--- config.mk ---
export PLATFORM = sky130hd
export DESIGN_NAME = contador_param_flat
export DESIGN_NICKNAME = d
export VERILOG_FILES = /design/src/rtl/contador_param_if.sv /design/src/rtl/contador_param.sv /design/src/flat_wrapper.sv
export SDC_FILE = /design/constraint.sdc
export NUM_CORES = 1
export LEC_CHECK = 0
export CORE_UTILIZATION = 50
export CTS_CLUSTER_DIAMETER = 60
export DETAILED_ROUTE_END_ITERATION = 8
export GPL_TIMING_DRIVEN = 0
export PLACE_DENSITY = 0.78
export SLEW_MARGIN = 20
export SYNTH_ARGS = -nofsm -noshare
export SYNTH_HDL_FRONTEND = slang
export SYNTH_SLANG_ARGS = --single-unit
--- constraint.sdc ---
create_clock -name CLK -period 3.4 [get_ports CLK]
set_clock_uncertainty 0.15 [all_clocks]
set_input_delay 0.68 -clock CLK [delete_from_list [all_inputs] [get_ports CLK]]
set_output_delay 0.68 -clock CLK [all_outputs]
set_load 0.02 [all_outputs]
--- src/rtl/contador_param_if.sv ---
// Control and result bundle of contador_param: the enable/mode/load inputs and the
// registered count with its boundary flags. Clock and reset stay plain ports.
interface contador_param_if #(
    parameter int WIDTH = 16
);
    logic             ENB;
    logic [1:0]       MODO;
    logic [WIDTH-1:0] entrada;
    logic [WIDTH-1:0] salida;
    logic             RCO;
    logic             SAT;

    modport master (
        output ENB,
        output MODO,
        output entrada,
        input  salida,
        input  RCO,
        input  SAT
    );

    modport slave (
        input  ENB,
        input  MODO,
        input  entrada,
        output salida,
        output RCO,
        output SAT
    );
endinterface

--- src/rtl/contador_param.sv ---
// Up / down / step-down counter modulo MAXVAL+1 with clamped synchronous load,
// optional saturation at the boundaries and a registered ripple-carry flag.
module contador_param #(
    parameter int          WIDTH    = 16,
    parameter int unsigned MAXVAL   = 2**WIDTH - 1,
    parameter int unsigned STEP     = 3,
    parameter bit          SATURATE = 1'b0
) (
    input  logic       CLK,
    input  logic       RESET_L,
    contador_param_if.slave bus
);
    typedef enum logic [1:0] {
        HOLD  = 2'd0,
        RUN   = 2'd1,
        CLAMP = 2'd2
    } state_t;

    // One guard bit above WIDTH so compares and the modulo fold never overflow.
    localparam int             XW     = WIDTH + 1;
    localparam logic [WIDTH:0] MAX_X  = XW'(MAXVAL);
    localparam logic [WIDTH:0] STEP_X = XW'(STEP);
    localparam logic [WIDTH:0] ONE_X  = XW'(1);
    localparam logic [WIDTH:0] ZERO_X = '0;

    state_t           state_p1;
    state_t           state_nxt;
    logic [WIDTH-1:0] cnt_p1;
    logic             rco_p1;
    logic             sat;
    logic [WIDTH:0]   cnt_x;
    logic [WIDTH:0]   nxt_x;
    logic             bnd;
    logic             clamp_evt;

    // Boundary resolution: wrapped value in modulo mode, clamped value in saturate mode.
    function automatic logic [WIDTH:0] fold(input logic [WIDTH:0] wrap_val,
                                            input logic [WIDTH:0] clamp_val);
        return SATURATE ? clamp_val : wrap_val;
    endfunction

    function automatic logic [WIDTH:0] load_clamp(input logic [WIDTH-1:0] value);
        logic [WIDTH:0] v;
        v = {1'b0, value};
        return (v > MAX_X) ? MAX_X : v;
    endfunction

    always_comb begin
        cnt_x = {1'b0, cnt_p1};
        nxt_x = cnt_x;
        bnd   = 1'b0;
        if (bus.ENB) begin
            unique case (bus.MODO)
                2'b00: begin
                    if (cnt_x < MAX_X) nxt_x = cnt_x + ONE_X;
                    else begin
                        bnd   = 1'b1;
                        nxt_x = fold(ZERO_X, MAX_X);
                    end
                end
                2'b01: begin
                    if (cnt_x > ZERO_X) nxt_x = cnt_x - ONE_X;
                    else begin
                        bnd   = 1'b1;
                        nxt_x = fold(MAX_X, ZERO_X);
                    end
                end
                2'b10: begin
                    if (cnt_x >= STEP_X) nxt_x = cnt_x - STEP_X;
                    else begin
                        bnd   = 1'b1;
                        nxt_x = fold(cnt_x + MAX_X + ONE_X - STEP_X, ZERO_X);
                    end
                end
                default: nxt_x = load_clamp(bus.entrada);
            endcase
        end
        clamp_evt = bnd && SATURATE;
    end

    always_comb begin
        state_nxt = state_p1;
        if (!bus.ENB)      state_nxt = HOLD;
        else if (clamp_evt) state_nxt = CLAMP;
        else               state_nxt = RUN;
    end

    always_comb begin
        sat = (state_p1 == CLAMP);
    end

    // ---- stage 1: registered count, carry and control state ----
    always_ff @(posedge CLK or negedge RESET_L) begin
        if (!RESET_L) state_p1 <= HOLD;
        else          state_p1 <= state_nxt;
    end

    always_ff @(posedge CLK or negedge RESET_L) begin
        if (!RESET_L) begin
            cnt_p1 <= '0;
            rco_p1 <= 1'b0;
        end else begin
            cnt_p1 <= WIDTH'(nxt_x);
            rco_p1 <= bnd;
        end
    end

    assign bus.salida = cnt_p1;
    assign bus.RCO    = rco_p1;
    assign bus.SAT    = sat;
endmodule

--- src/flat_wrapper.sv ---
// flat-port wrapper written by rule: the top's interface ports become plain ports
module contador_param_flat 
#(
    parameter int          WIDTH    = 16,
    parameter int unsigned MAXVAL   = 2**WIDTH - 1,
    parameter int unsigned STEP     = 3,
    parameter bit          SATURATE = 1'b0
)
  (CLK, RESET_L, bus_ENB, bus_MODO, bus_entrada, bus_salida, bus_RCO, bus_SAT);
  contador_param_if #(.WIDTH(WIDTH)) bus_i ();
  input  logic CLK;
  input  logic RESET_L;
  input wire logic [$bits(bus_i.ENB)-1:0] bus_ENB;
  input wire logic [$bits(bus_i.MODO)-1:0] bus_MODO;
  input wire logic [$bits(bus_i.entrada)-1:0] bus_entrada;
  output wire logic [$bits(bus_i.salida)-1:0] bus_salida;
  output wire logic [$bits(bus_i.RCO)-1:0] bus_RCO;
  output wire logic [$bits(bus_i.SAT)-1:0] bus_SAT;
  assign bus_i.ENB = bus_ENB;
  assign bus_i.MODO = bus_MODO;
  assign bus_i.entrada = bus_entrada;
  assign bus_salida = bus_i.salida;
  assign bus_RCO = bus_i.RCO;
  assign bus_SAT = bus_i.SAT;
  contador_param #(.WIDTH(WIDTH), .MAXVAL(MAXVAL), .STEP(STEP), .SATURATE(SATURATE)) u_core (.CLK(CLK), .RESET_L(RESET_L), .bus(bus_i));
endmodule
==> implementation parameters, run 1 <==
Parameter                              Value

Yosys
  Synth top area cells ... dfrtp_1 (22%), o21ai_0 (9.3%), a21oi_1 (4.9%), clkbuf_1 (4.6%), nor2_1 (4.2%)
  Post-synthesis area per instance ... ~7 sq um
  Total standard cell area after synthesis ... 0.00195 sq mm
  Dominant cell type by area after synthesis ... dfrtp_1
  Leading post-synthesis cells by instance count ... o21ai_0 (36), clkbuf_1 (24), nor2_1 (22), a21oi_1 (19), nand2_1 (19)
  Predominant post-synthesis flop cell ... dfrtp_1
  Dominant cell by count in the synthesized netlist ... o21ai_0
  Number of synthesized flops with an enable pin ... 0
  Area share of the largest cell type after synthesis ... 21.9%
  Proportion of register bits with asynchronous set or reset after synthesis ... 100%
  Yosys warnings ... 0
  Cell count after synthesis ... 278
  Net count of the mapped netlist ... between 300 and 400
  Share of the yosys chip area belonging to registers ... 21.9%
  Library cells used by synthesis ... 60
  Synthesized flop and latch total ... 17

Placed design
  Buffers on Ports ... 37
  HPWL Detailed ... ~4.8 mm
  Placer's final routability congestion estimate ... 0.970

CTS
  CTS tree ... built
  Clock transition at the register clock pins on the worst setup and hold paths after CTS ... 70 ps
  Max clock buf depth ... 2
  Number of setup buffers added after CTS ... 0
  # H-tree levels ... 1
  Number of clock buffers inserted by TritonCTS ... 3
  CTS sink cnt ... 17
  Clock Tree Root ... clkbuf_8
  Count of instances resized after the clock tree is built ... 0
  Count of hold-fix buffers inserted at cts ... 0
  Clock insertion delay at the later pin of the skew report ... 270 ps

STA
  Final hold slack ... 541 ps
  Slew at the pin closest to its max-slew limit ... 981 ps
  Post-route fraction of the period consumed by the critical path ... 89.2%
  Setup repair after global routing missed its margin ... no
  Slew Limit Headroom ... 34.1%
  Final sum of negative setup slack ... 0 ps
  Max frequency ... 330 MHz
  Number of max-slew violations in the final report ... 0
  Final Hold Vio Count ... 0
  Clock period minus worst slack ... around 3000 ps
  Final setup vio count ... 0

GRT
  Largest net degree at the start of global routing ... 18
  Total track usage ... 33.8%
  Number of antenna violations at the first check in global routing ... 0
  Global-route wire length before repair ... 10.8 mm
  Aggregate global routing overflow ... 0
  Via count of the first global-routing pass ... 2143

Power
  Total power density per cell area ... between 400 and 500 mW/mm^2
  Total power after layout ... ~1 mW
  Worst voltage drop across the vdd grid ... roughly 0.36 mV
  Leakage dissipation ... 0.840 nW

Cells and area
  Inserted Diodes ... 0
  Area Growth Syn to Fin ... 24.4%
  Final Util ... 65.6%
  Number of nets at the end of the flow ... 343
  Share of layout cells above drive strength 1 ... 5.64%

Flow run
  Number of max-cap violations ... 0

Hold path
  Worst hold path type ... register to register
  Cell count of the worst hold path ... 1

Drt
  Detailed-route wire length per cell ... 18.1 um
  Routed wire length on met3 ... 722 um
  Remaining number of nets flagged by the antenna check after routing ... 0
  Met1 Wirelength ... between 2 and 3 mm
  Count of TritonRoute iterations in the first routing pass ... 5
  Post-detailed-route via-to-cell ratio ... 6.60
  WL met2 ... 2.92 mm
  Uppermost layer routed ... met4
  Total number of vias ... 2422
  Total wire length ... 6.66 mm
  DRC errors left ... 0
  Number of design-rule violations left by the first detailed-router iteration ... 242

Worst setup path
  Max incr delay on CP ... 370 ps
  Nature of the critical path startpoint ... register
  Worst-case reg-to-reg path depth ... 9
  Arr. time, crit path ... about 3000 ps
  Kind of cell adding the most delay to the critical path ... buffers and inverters
  Required time at the worst-slack endpoint ... 3400 ps
  Crit path buf inv count ... 3
  Slowest stage cell on the critical path ... dfrtp_1
  Number of stages on the worst setup path ... 9
  Critical Path Fanout Max ... 10
  Worst setup path class ... register to register
  Worst Setup End Kind ... register
  Cells traversed along the worst timing path ... ha_1, clkbuf_1, and4_1, clkbuf_1, nand4_1, o21ai_0, buf_2, o21ai_0, a22o_1

Outcome
  Outcome ... finished, final reports clean

Die
  IO Count ... 39
  Vertical die dimension ... around 64 um
  Row count ... 22
  Area enclosed by the die boundary ... approximately 0.0041 sq mm
  Initial Util ... 52.7%
  Core Region ... 0.00369 sq mm
  Horiz. Die Dim ... 64.4 um
==> stage by stage <==
step                      worst slack, ps  instance area, sq um  cells
after CTS                             430                  2420    367
after detailed placement              266                  2380    363
after global routing                 78.4                  2420    367
after floorplan                       835                  1950    278
final                                 366                  2420    367
after global placement                246                  2380    363
==> area by class of cell <==
cell class              instances  area (sq um)
fillers                       351          1270
multi-input cells             221          1360
well taps                      48          60.1
clock buffers                   4          45.0
inverters                       8          30.0
flip-flops and latches         17           425
plain buffers                  32           130
repair buffers                 37           370
==> routing by layer <==
metal | GRT usage (%) | vias to the layer above
li1 | - | 1141
met5 | 0 | -
met3 | 6.61 | 19
met4 | 11.4 | 0
met2 | 50.7 | 148
met1 | 47.8 | 1114
==> sequential cells by signal, indices dropped and copies added, names as in the netlist <==
signal / cells
u_core.bus.salida: 16
u_core.bus.RCO: 1
==> cells by family (layout without fill, tap and decap cells) <==
| family | after synthesis | count (layout) | synth area share (%) |
|---|---|---|---|
| AO/OA/AOI/OAI | 115 | 115 | 38.9 |
| XOR/XNOR | 3 | 3 | 1.35 |
| adder cells (fa/ha/maj) | 3 | 3 | 1.80 |
| buffers and inverters | 40 | 81 | 8.23 |
| flip-flops | 17 | 17 | 21.9 |
| multiplexers | 1 | 1 | 0.514 |
| other | 1 | 1 | 0.193 |
| AND/OR/NAND/NOR | 98 | 98 | 27.1 |
==> path summary, 6_finish.rpt <==
path                                                   start                                end  slack [ps]
max in group asynchronous                            RESET_L  u_core.bus.salida[12]$_DFFE_PN0P_        1830
min                        u_core.bus.salida[12]$_DFFE_PN0P_  u_core.bus.salida[12]$_DFFE_PN0P_         540
max                         u_core.bus.salida[0]$_DFFE_PN0P_   u_core.bus.salida[7]$_DFFE_PN0P_         370
min in group asynchronous                            RESET_L   u_core.bus.salida[3]$_DFFE_PN0P_         740
min reg2reg                u_core.bus.salida[12]$_DFFE_PN0P_  u_core.bus.salida[12]$_DFFE_PN0P_         540
max reg2reg                 u_core.bus.salida[0]$_DFFE_PN0P_   u_core.bus.salida[7]$_DFFE_PN0P_         370
==> cell usage in the layout, fill, tap and decap left out, types with 7 or more instances in the layout <==
master,netlist,layout
inv_1,7,7
clkbuf_1,24,25
nor2_1,22,22
clkdlybuf4s50_1,0,37
a21oi_1,19,19
nand2_1,19,19
a31oi_1,9,9
nand3_1,11,11
o21ai_0,36,36
nor3_1,9,9
dfrtp_1,17,17
==> power by group <==
part / total (mW) / internal [mW] / switching, mW
Sequential: 0.275 / 0.240 / 0.0349
Clock: 0.164 / 0.0836 / 0.0805
Combinational: 0.572 / 0.221 / 0.350
No activity file was read; power rests on OpenSTA's default activity.
==> run 2, diff against run 1 <==
--- a/config.mk
+++ b/config.mk
@@ -5,11 +5,13 @@
 export SDC_FILE = /design/constraint.sdc
 export NUM_CORES = 1
 export LEC_CHECK = 0
+export ABC_AREA = 0
 export CORE_UTILIZATION = 50
 export CTS_CLUSTER_DIAMETER = 60
 export DETAILED_ROUTE_END_ITERATION = 8
 export GPL_TIMING_DRIVEN = 0
 export PLACE_DENSITY = 0.78
+export SETUP_SLACK_MARGIN = 0.5
 export SLEW_MARGIN = 20
 export SYNTH_ARGS = -nofsm -noshare
 export SYNTH_HDL_FRONTEND = slang
==> run 2 against run 1 <==
  * Die area did not move
  * Total power grew 0.73%
  * Sequential share of layout area shrank 0.29 points
  * Hold slack got worse by 16 ps
  * Critical path depth down 1
  * Utilization increased by 1.1 points
  * Critical endpoint is now u_core.bus.salida[8]$_DFFE_PN0P_
  * Combinational power is 2% higher
  * Wire length grew 1.3%
  * Critical path type unchanged
==> implementation parameters, run 2 (synthesis results as in run 1) <==
Parameter                              Value

Worst setup path
  Reg2reg setup slack ... 580 ps (+210 ps)
  Worst setup path class ... register to register
  Nature of the critical path startpoint ... register
  Startpoint of the lowest-slack register-to-register path ... u_core.bus.salida[5]$_DFFE_PN0P_
  Required time at the worst-slack endpoint ... 3360 ps (-40 ps)
  Worst Setup End Kind ... register
  R2R Path End ... u_core.bus.salida[8]$_DFFE_PN0P_
  Arr. time, crit path ... 2780 ps (-250 ps)
  Worst-case reg-to-reg path depth ... 8 (-1)
  Critical Path Fanout Max ... 10 (unchanged)

Drt
  Post-detailed-route via-to-cell ratio ... 6.74 (+2.1%)
  Count of TritonRoute iterations in the first routing pass ... 5 (unchanged)
  DRC errors left ... 0 (unchanged)
  Total number of vias ... 2487 (+2.7%)
  Total wire length ... 6.75 mm (+1.3%)
  Detailed-route wire length per cell ... 18.3 um (+0.74%)
  Number of design-rule violations left by the first detailed-router iteration ... 320 (+32%)
  Remaining number of nets flagged by the antenna check after routing ... 0 (unchanged)

Hold path
  Worst hold path type ... register to register
  Cell count of the worst hold path ... 1 (unchanged)
  Worst min-delay path endpoint ... u_core.bus.salida[12]$_DFFE_PN0P_
  Worst Min Path Start ... u_core.bus.salida[12]$_DFFE_PN0P_

Cells and area
  Max reg flops ... 16 (unchanged)
  Area Growth Syn to Fin ... 26.5%
  Share of layout cells above drive strength 1 ... 9.35% (+3.7 points)
  Filler Cells Inserted ... 348 (-0.85%)
  Layout Cells excl Fill ... 369 (+0.54%)
  Multi-input gate area ... 0.00137 sq mm (+1.0%)
  Commonest non-fill, non-tap cells in the layout ... clkdlybuf4s50_1 (37), o21ai_0 (35), nor2_1 (22)
  Commonest non-fill, non-tap cell in the layout ... clkdlybuf4s50_1
  Number of nets at the end of the flow ... 345 (+0.58%)
  Register area ... 425 sq um (unchanged)
  Inserted Diodes ... 0 (unchanged)

Power
  Total power after layout ... 1.02 mW (+0.73%)
  Worst voltage drop across the vdd grid ... 0.374 mV (+3.1%)
  Total power density per cell area ... 414 mW/mm^2 (-0.91%)
  Leakage dissipation ... 0.867 nW (+3.2%)

Die
  Initial Util ... 52.7% (unchanged)
  Area enclosed by the die boundary ... 0.00414 sq mm (unchanged)
  Horiz. Die Dim ... 64.4 um (unchanged)
  Vertical die dimension ... 64.4 um (unchanged)
  Row count ... 22 (unchanged)
  Core Region ... 0.00369 sq mm (unchanged)
  IO Count ... 39 (unchanged)

GRT
  Number of antenna violations at the first check in global routing ... 0 (unchanged)
  Aggregate global routing overflow ... 0 (unchanged)
  Global-route wire length before repair ... 10.8 mm (unchanged)
  Via count of the first global-routing pass ... 2143 (unchanged)
  Total track usage ... 33.8% (unchanged)
  Largest net degree at the start of global routing ... 18 (unchanged)

Placed design
  Buffers on Ports ... 37 (unchanged)
  Dpl cells ... 363 (unchanged)
  HPWL Detailed ... 4.76 mm (unchanged)
  Placer's final routability congestion estimate ... 0.970 (unchanged)

STA
  Final Hold Vio Count ... 0 (unchanged)
  Slew at the pin closest to its max-slew limit ... 846 ps (-135 ps)
  Number of max-slew violations in the final report ... 0 (unchanged)
  Post-route fraction of the period consumed by the critical path ... 83.1% (-6.2 points)
  Final sum of negative setup slack ... 0 ps (unchanged)
  Max frequency ... 354 MHz (+7.4%)
  Slew Limit Headroom ... 43.4% (+9.3 points)
  Clock period minus worst slack ... 2820 ps (-210 ps)
  Setup repair after global routing missed its margin ... no
  Final setup vio count ... 0 (unchanged)

Outcome
  Outcome ... finished, final reports clean

CTS
  Number of clock buffers inserted by TritonCTS ... 3 (unchanged)
  Max clock buf depth ... 2 (unchanged)
  Clock Tree Root ... clkbuf_8
  Count of hold-fix buffers inserted at cts ... 0 (unchanged)
  CTS sink cnt ... 17 (unchanged)
  CTS tree ... built
  # H-tree levels ... 1 (unchanged)
  Clock insertion delay at the later pin of the skew report ... 260 ps (about the same)
  Clock transition at the register clock pins on the worst setup and hold paths after CTS ... 80 ps (about the same)

Flow run
  Number of max-cap violations ... 0 (unchanged)
-- run 2: area by class of cell --
cell class	count	area share [%]
tap	48	2.44
inverter	8	1.37
clock buffer	4	1.83
buffer	32	5.59
multi-input combinational	221	55.8
timing repair buffer	39	15.7
sequential	17	17.3
-- run 2: layer usage --
metal | track usage (%) | share of wire [%]
met1 | 47.8 | 41
met2 | 50.7 | 45
met3 | 6.61 | 12
met4 | 11.4 | 1.9
met5 | 0 | 0
-- run 2: worst max-delay path by stage --
stage	startpoint	to	depth (start not counted)
finish	u_core.bus.salida[5]$_DFFE_PN0P_	u_core.bus.salida[8]$_DFFE_PN0P_	8
global route	u_core.bus.salida[1]$_DFFE_PN0P_	u_core.bus.salida[10]$_DFFE_PN0P_	10
detailed placement	bus_MODO[1]	u_core.bus.salida[8]$_DFFE_PN0P_	8
CTS	bus_MODO[1]	u_core.bus.salida[8]$_DFFE_PN0P_	8
floorplan	u_core.bus.salida[10]$_DFFE_PN0P_	u_core.bus.salida[15]$_DFFE_PN0P_	7
global placement	bus_MODO[1]	u_core.bus.salida[8]$_DFFE_PN0P_	8
-- run 2: timing repair --
action | in CTS | in global routing
endpoints found under the setup margin | 4 | 14
pin swaps | 0 | 1
setup buffers | 0 | 2
gates resized for setup | 1 | 15
-- run 2: worst max-delay path, cell delays in order, from the launching register on --
cell and delay [ps]:
dfrtp_1 380, clkbuf_1 230, or4_1 550, buf_2 200, nor4_2 520, a22o_1 290
mux2i_1 90, o2111ai_1 100, o311ai_0 160
-- run 2: report_power, final --
part	switching, mW	leakage (nW)	internal (mW)	total, mW
logic	0.356	0.637	0.225	0.581
registers	0.0343	0.208	0.240	0.275
clock network	0.0795	0.0228	0.0835	0.163
-- run 2: through the flow --
stage,instance area (sq um),setup slack (ps),hold WS [ps],utilization (%)
2_1_floorplan,1950,835,234,-
5_1_grt,2460,527,576,66.7
4_1_cts,2420,542,528,65.7
3_3_place_gp,2380,246,512,64.4
6_report,2460,576,526,66.7
3_5_place_dp,2380,266,503,64.4
==> run 3, diff against run 2 <==
--- a/config.mk
+++ b/config.mk
@@ -6,11 +6,11 @@
 export NUM_CORES = 1
 export LEC_CHECK = 0
 export ABC_AREA = 0
-export CORE_UTILIZATION = 50
+export CORE_UTILIZATION = 47
 export CTS_CLUSTER_DIAMETER = 60
 export DETAILED_ROUTE_END_ITERATION = 8
 export GPL_TIMING_DRIVEN = 0
-export PLACE_DENSITY = 0.78
+export PLACE_DENSITY = 0.77
 export SETUP_SLACK_MARGIN = 0.5
 export SLEW_MARGIN = 20
 export SYNTH_ARGS = -nofsm -noshare
==> constraint.sdc (replaced) <==
create_clock -name CLK -period 2.4 [get_ports CLK]
set_clock_uncertainty 0.15 [all_clocks]
set_input_delay 0.48 -clock CLK [delete_from_list [all_inputs] [get_ports CLK]]
set_output_delay 0.48 -clock CLK [all_outputs]
set_load 0.02 [all_outputs]
==> run 3 against run 2 <==
  * The flow now finishes with violations (negative setup slack)
  * Count of clock-buffer cells in the layout down 1
  * Final area up 15%
  * Fmax up 12%
  * Hold slack better by 17 ps
  * First-iteration DRC count up 30%
  * Cell count up 5.4%
  * Worst setup slack worse by 700 ps
  * Global-route usage up 2.1 points
  * Register-to-register slack worse by 700 ps
  * Non-clock buffer count up 18
  * Sequential share of layout area down 2.0 points
  * Critical path type unchanged
  * Largest cell class unchanged
==> implementation parameters, run 3 (synthesis results as in run 1) <==
Parameter                              Value

Outcome
  Outcome ... complete, but fails checks
  Failing checks ... negative setup slack

Worst setup path
  Nature of the critical path startpoint ... register
  Worst setup path class ... register to register
  Arr. time, crit path ... 2530 ps (-250 ps)
  Cells traversed along the worst timing path ... buf_8, or4_4, buf_8, nor4_4, buf_4, nand2_2, xor2_1, a21oi_1, a22o_1
  Worst Setup End Kind ... register
  Critical Path Fanout Max ... 5 (-5)
  Slowest stage cell on the critical path ... or4_4
  Crit path buf inv count ... 3 (+1)
  Most frequent cell on the critical path ... buf_8
  Kind of cell adding the most delay to the critical path ... simple AND/OR/NAND/NOR gates
  Max incr delay on CP ... 540 ps (about the same)
  Required time at the worst-slack endpoint ... 2400 ps (-960 ps)

CTS
  Clock transition at the register clock pins on the worst setup and hold paths after CTS ... 80 ps (about the same)
  CTS sink cnt ... 17 (unchanged)
  Number of clock buffers inserted by TritonCTS ... 3 (unchanged)
  CTS tree ... built
  Clock Tree Root ... clkbuf_8
  Count of hold-fix buffers inserted at cts ... 0 (unchanged)
  Clock insertion delay at the later pin of the skew report ... 270 ps (about the same)
  # H-tree levels ... 1 (unchanged)
  Max clock buf depth ... 2 (unchanged)

GRT
  Total track usage ... 35.9% (+2.1 points)
  Via count of the first global-routing pass ... 2340 (+9.2%)
  Largest net degree at the start of global routing ... 18 (unchanged)
  Number of antenna violations at the first check in global routing ... 0 (unchanged)
  Aggregate global routing overflow ... 0 (unchanged)
  Global-route wire length before repair ... 11.8 mm (+8.5%)

Placed design
  Placer's final routability congestion estimate ... 0.924 (-4.8%)
  Dpl cells ... 365 (+0.55%)
  Buffers on Ports ... 37 (unchanged)
  HPWL Detailed ... 4.94 mm (+3.7%)

Die
  Row count ... 23 (+4.5%)
  Area enclosed by the die boundary ... 0.00440 sq mm (+6.2%)
  Horiz. Die Dim ... 66.3 um (+3.0%)
  Core Region ... 0.00400 sq mm (+8.4%)
  Vertical die dimension ... 66.3 um (+3.0%)
  Initial Util ... 48.6% (-4.1 points)
  IO Count ... 39 (unchanged)

STA
  Max frequency ... 396 MHz (+12%)
  Slew Limit Headroom ... 41.6% (-1.8 points)
  Clock period minus worst slack ... 2530 ps (-298 ps)
  Fin worst setup slack ... -126 ps (-702 ps)
  Final setup vio count ... 11 (+11)
  Setup repair after global routing missed its margin ... yes
  Final hold slack ... 543 ps (+16.7 ps)
  Number of max-slew violations in the final report ... 0 (unchanged)
  Final Hold Vio Count ... 0 (unchanged)
  Post-route fraction of the period consumed by the critical path ... 105% (+22 points)
  Final sum of negative setup slack ... -786 ps (-786 ps)
  Slew at the pin closest to its max-slew limit ... 874 ps (+27.2 ps)

Power
  Logic gate share of total power ... 61.1% (+4.1 points)
  Worst voltage drop across the vdd grid ... 0.454 mV (+21%)
  Leakage dissipation ... 1.09 nW (+26%)
  Sequential Power Share ... 24.1% (-2.9 points)
  Reported net switching power ... 750 uW (+60%)
  Cell-internal power ... 872 uW (+59%)
  Sw Share ... 46.2% (+0.14 points)
  Total power density per cell area ... 574 mW/mm^2 (+39%)
  Clock power frac ... 14.8% (-1.2 points)

Drt
  Total number of vias ... 2612 (+5.0%)
  Detailed-route wire length per cell ... 19.6 um (+7.0%)
  Post-detailed-route via-to-cell ratio ... 6.71 (-0.37%)
  Remaining number of nets flagged by the antenna check after routing ... 0 (unchanged)
  Total wire length ... 7.61 mm (+13%)
  Count of TritonRoute iterations in the first routing pass ... 6 (+1)
  Number of design-rule violations left by the first detailed-router iteration ... 416 (+30%)
  DRC errors left ... 0 (unchanged)

Cells and area
  Inserted Diodes ... 0 (unchanged)
  Share of layout cells above drive strength 1 ... 26.0% (+17 points)
  Final Util ... 70.7% (+4.0 points)
  Number of nets at the end of the flow ... 363 (+5.2%)
  Max reg flops ... 16 (unchanged)
  Area Growth Syn to Fin ... 45.4%
  Layout Cells excl Fill ... 389 (+5.4%)
  Commonest non-fill, non-tap cells in the layout ... o21ai_0 (27), clkdlybuf4s50_1 (27), buf_4 (21)

Hold path
  Worst hold path type ... register to register

Flow run
  Number of max-cap violations ... 0 (unchanged)
run 3: power groups by stage:
stage / logic [mW] / clock network, mW / registers [mW]
global placement: 0.839 / 0 / 0.400
finish: 0.992 / 0.239 / 0.391
detailed placement: 0.846 / 0 / 0.402
floorplan: 0.499 / 0 / 0.461
global route: 1.05 / 0.252 / 0.398
CTS: 0.932 / 0.240 / 0.390
run 3: cell type report:
type,count,area (sq um)
multi-input cells,221,1500
fillers,334,1170
repair buffers,57,519
clock inverters,1,5.00
flip-flops and latches,17,432
plain buffers,32,236
clock buffers,3,41.3
well taps,50,62.6
inverters,8,31.3
run 3: timing repair:
| action | 4_1_cts | 5_1_grt |
|---|---|---|
| setup buffers | 18 | 1 |
| endpoints found under the setup margin | 25 | 18 |
| pin swaps | 10 | 10 |
| cloned | 0 | 1 |
| resized for setup | 41 | 29 |
run 3: stage by stage:
stage          instance area (sq um)  worst slack (ps)  power [mW]
4_1_cts                         2750             -93.5        1.56
6_report                        2830              -126        1.62
2_1_floorplan                   2050             -61.1       0.960
3_5_place_dp                    2480              -519        1.25
3_3_place_gp                    2480              -536        1.24
5_1_grt                         2830              -164        1.70
run 3: path summary, 6_finish.rpt:
path                                                   startpoint                           endpoint  slack, ps  cells past startpoint
worst max-delay path             u_core.bus.salida[5]$_DFFE_PN0P_  u_core.bus.salida[12]$_DFFE_PN0P_       -130                      9
worst min-delay path            u_core.bus.salida[10]$_DFFE_PN0P_  u_core.bus.salida[10]$_DFFE_PN0P_        540                      3
worst max register to register   u_core.bus.salida[5]$_DFFE_PN0P_  u_core.bus.salida[12]$_DFFE_PN0P_       -130                      9
worst min register to register  u_core.bus.salida[10]$_DFFE_PN0P_  u_core.bus.salida[10]$_DFFE_PN0P_        540                      3
max in group asynchronous                                 RESET_L   u_core.bus.salida[1]$_DFFE_PN0P_        950                      1
min in group asynchronous                                 RESET_L  u_core.bus.salida[15]$_DFFE_PN0P_        550                      1
run 3: tightest hold or removal path: cells and delay by family (launching register included):
family / cells / cell delay, ps
flip-flops: 1 / 370
AO/OA/AOI/OAI: 2 / 130
buffers and inverters: 1 / 160
run 3: per-layer routing:
layer | track usage, % | wire length (um)
met1 | 47.2 | 2990
met2 | 57.3 | 3480
met3 | 7.59 | 882
met4 | 12.8 | 257
met5 | 0 | 0
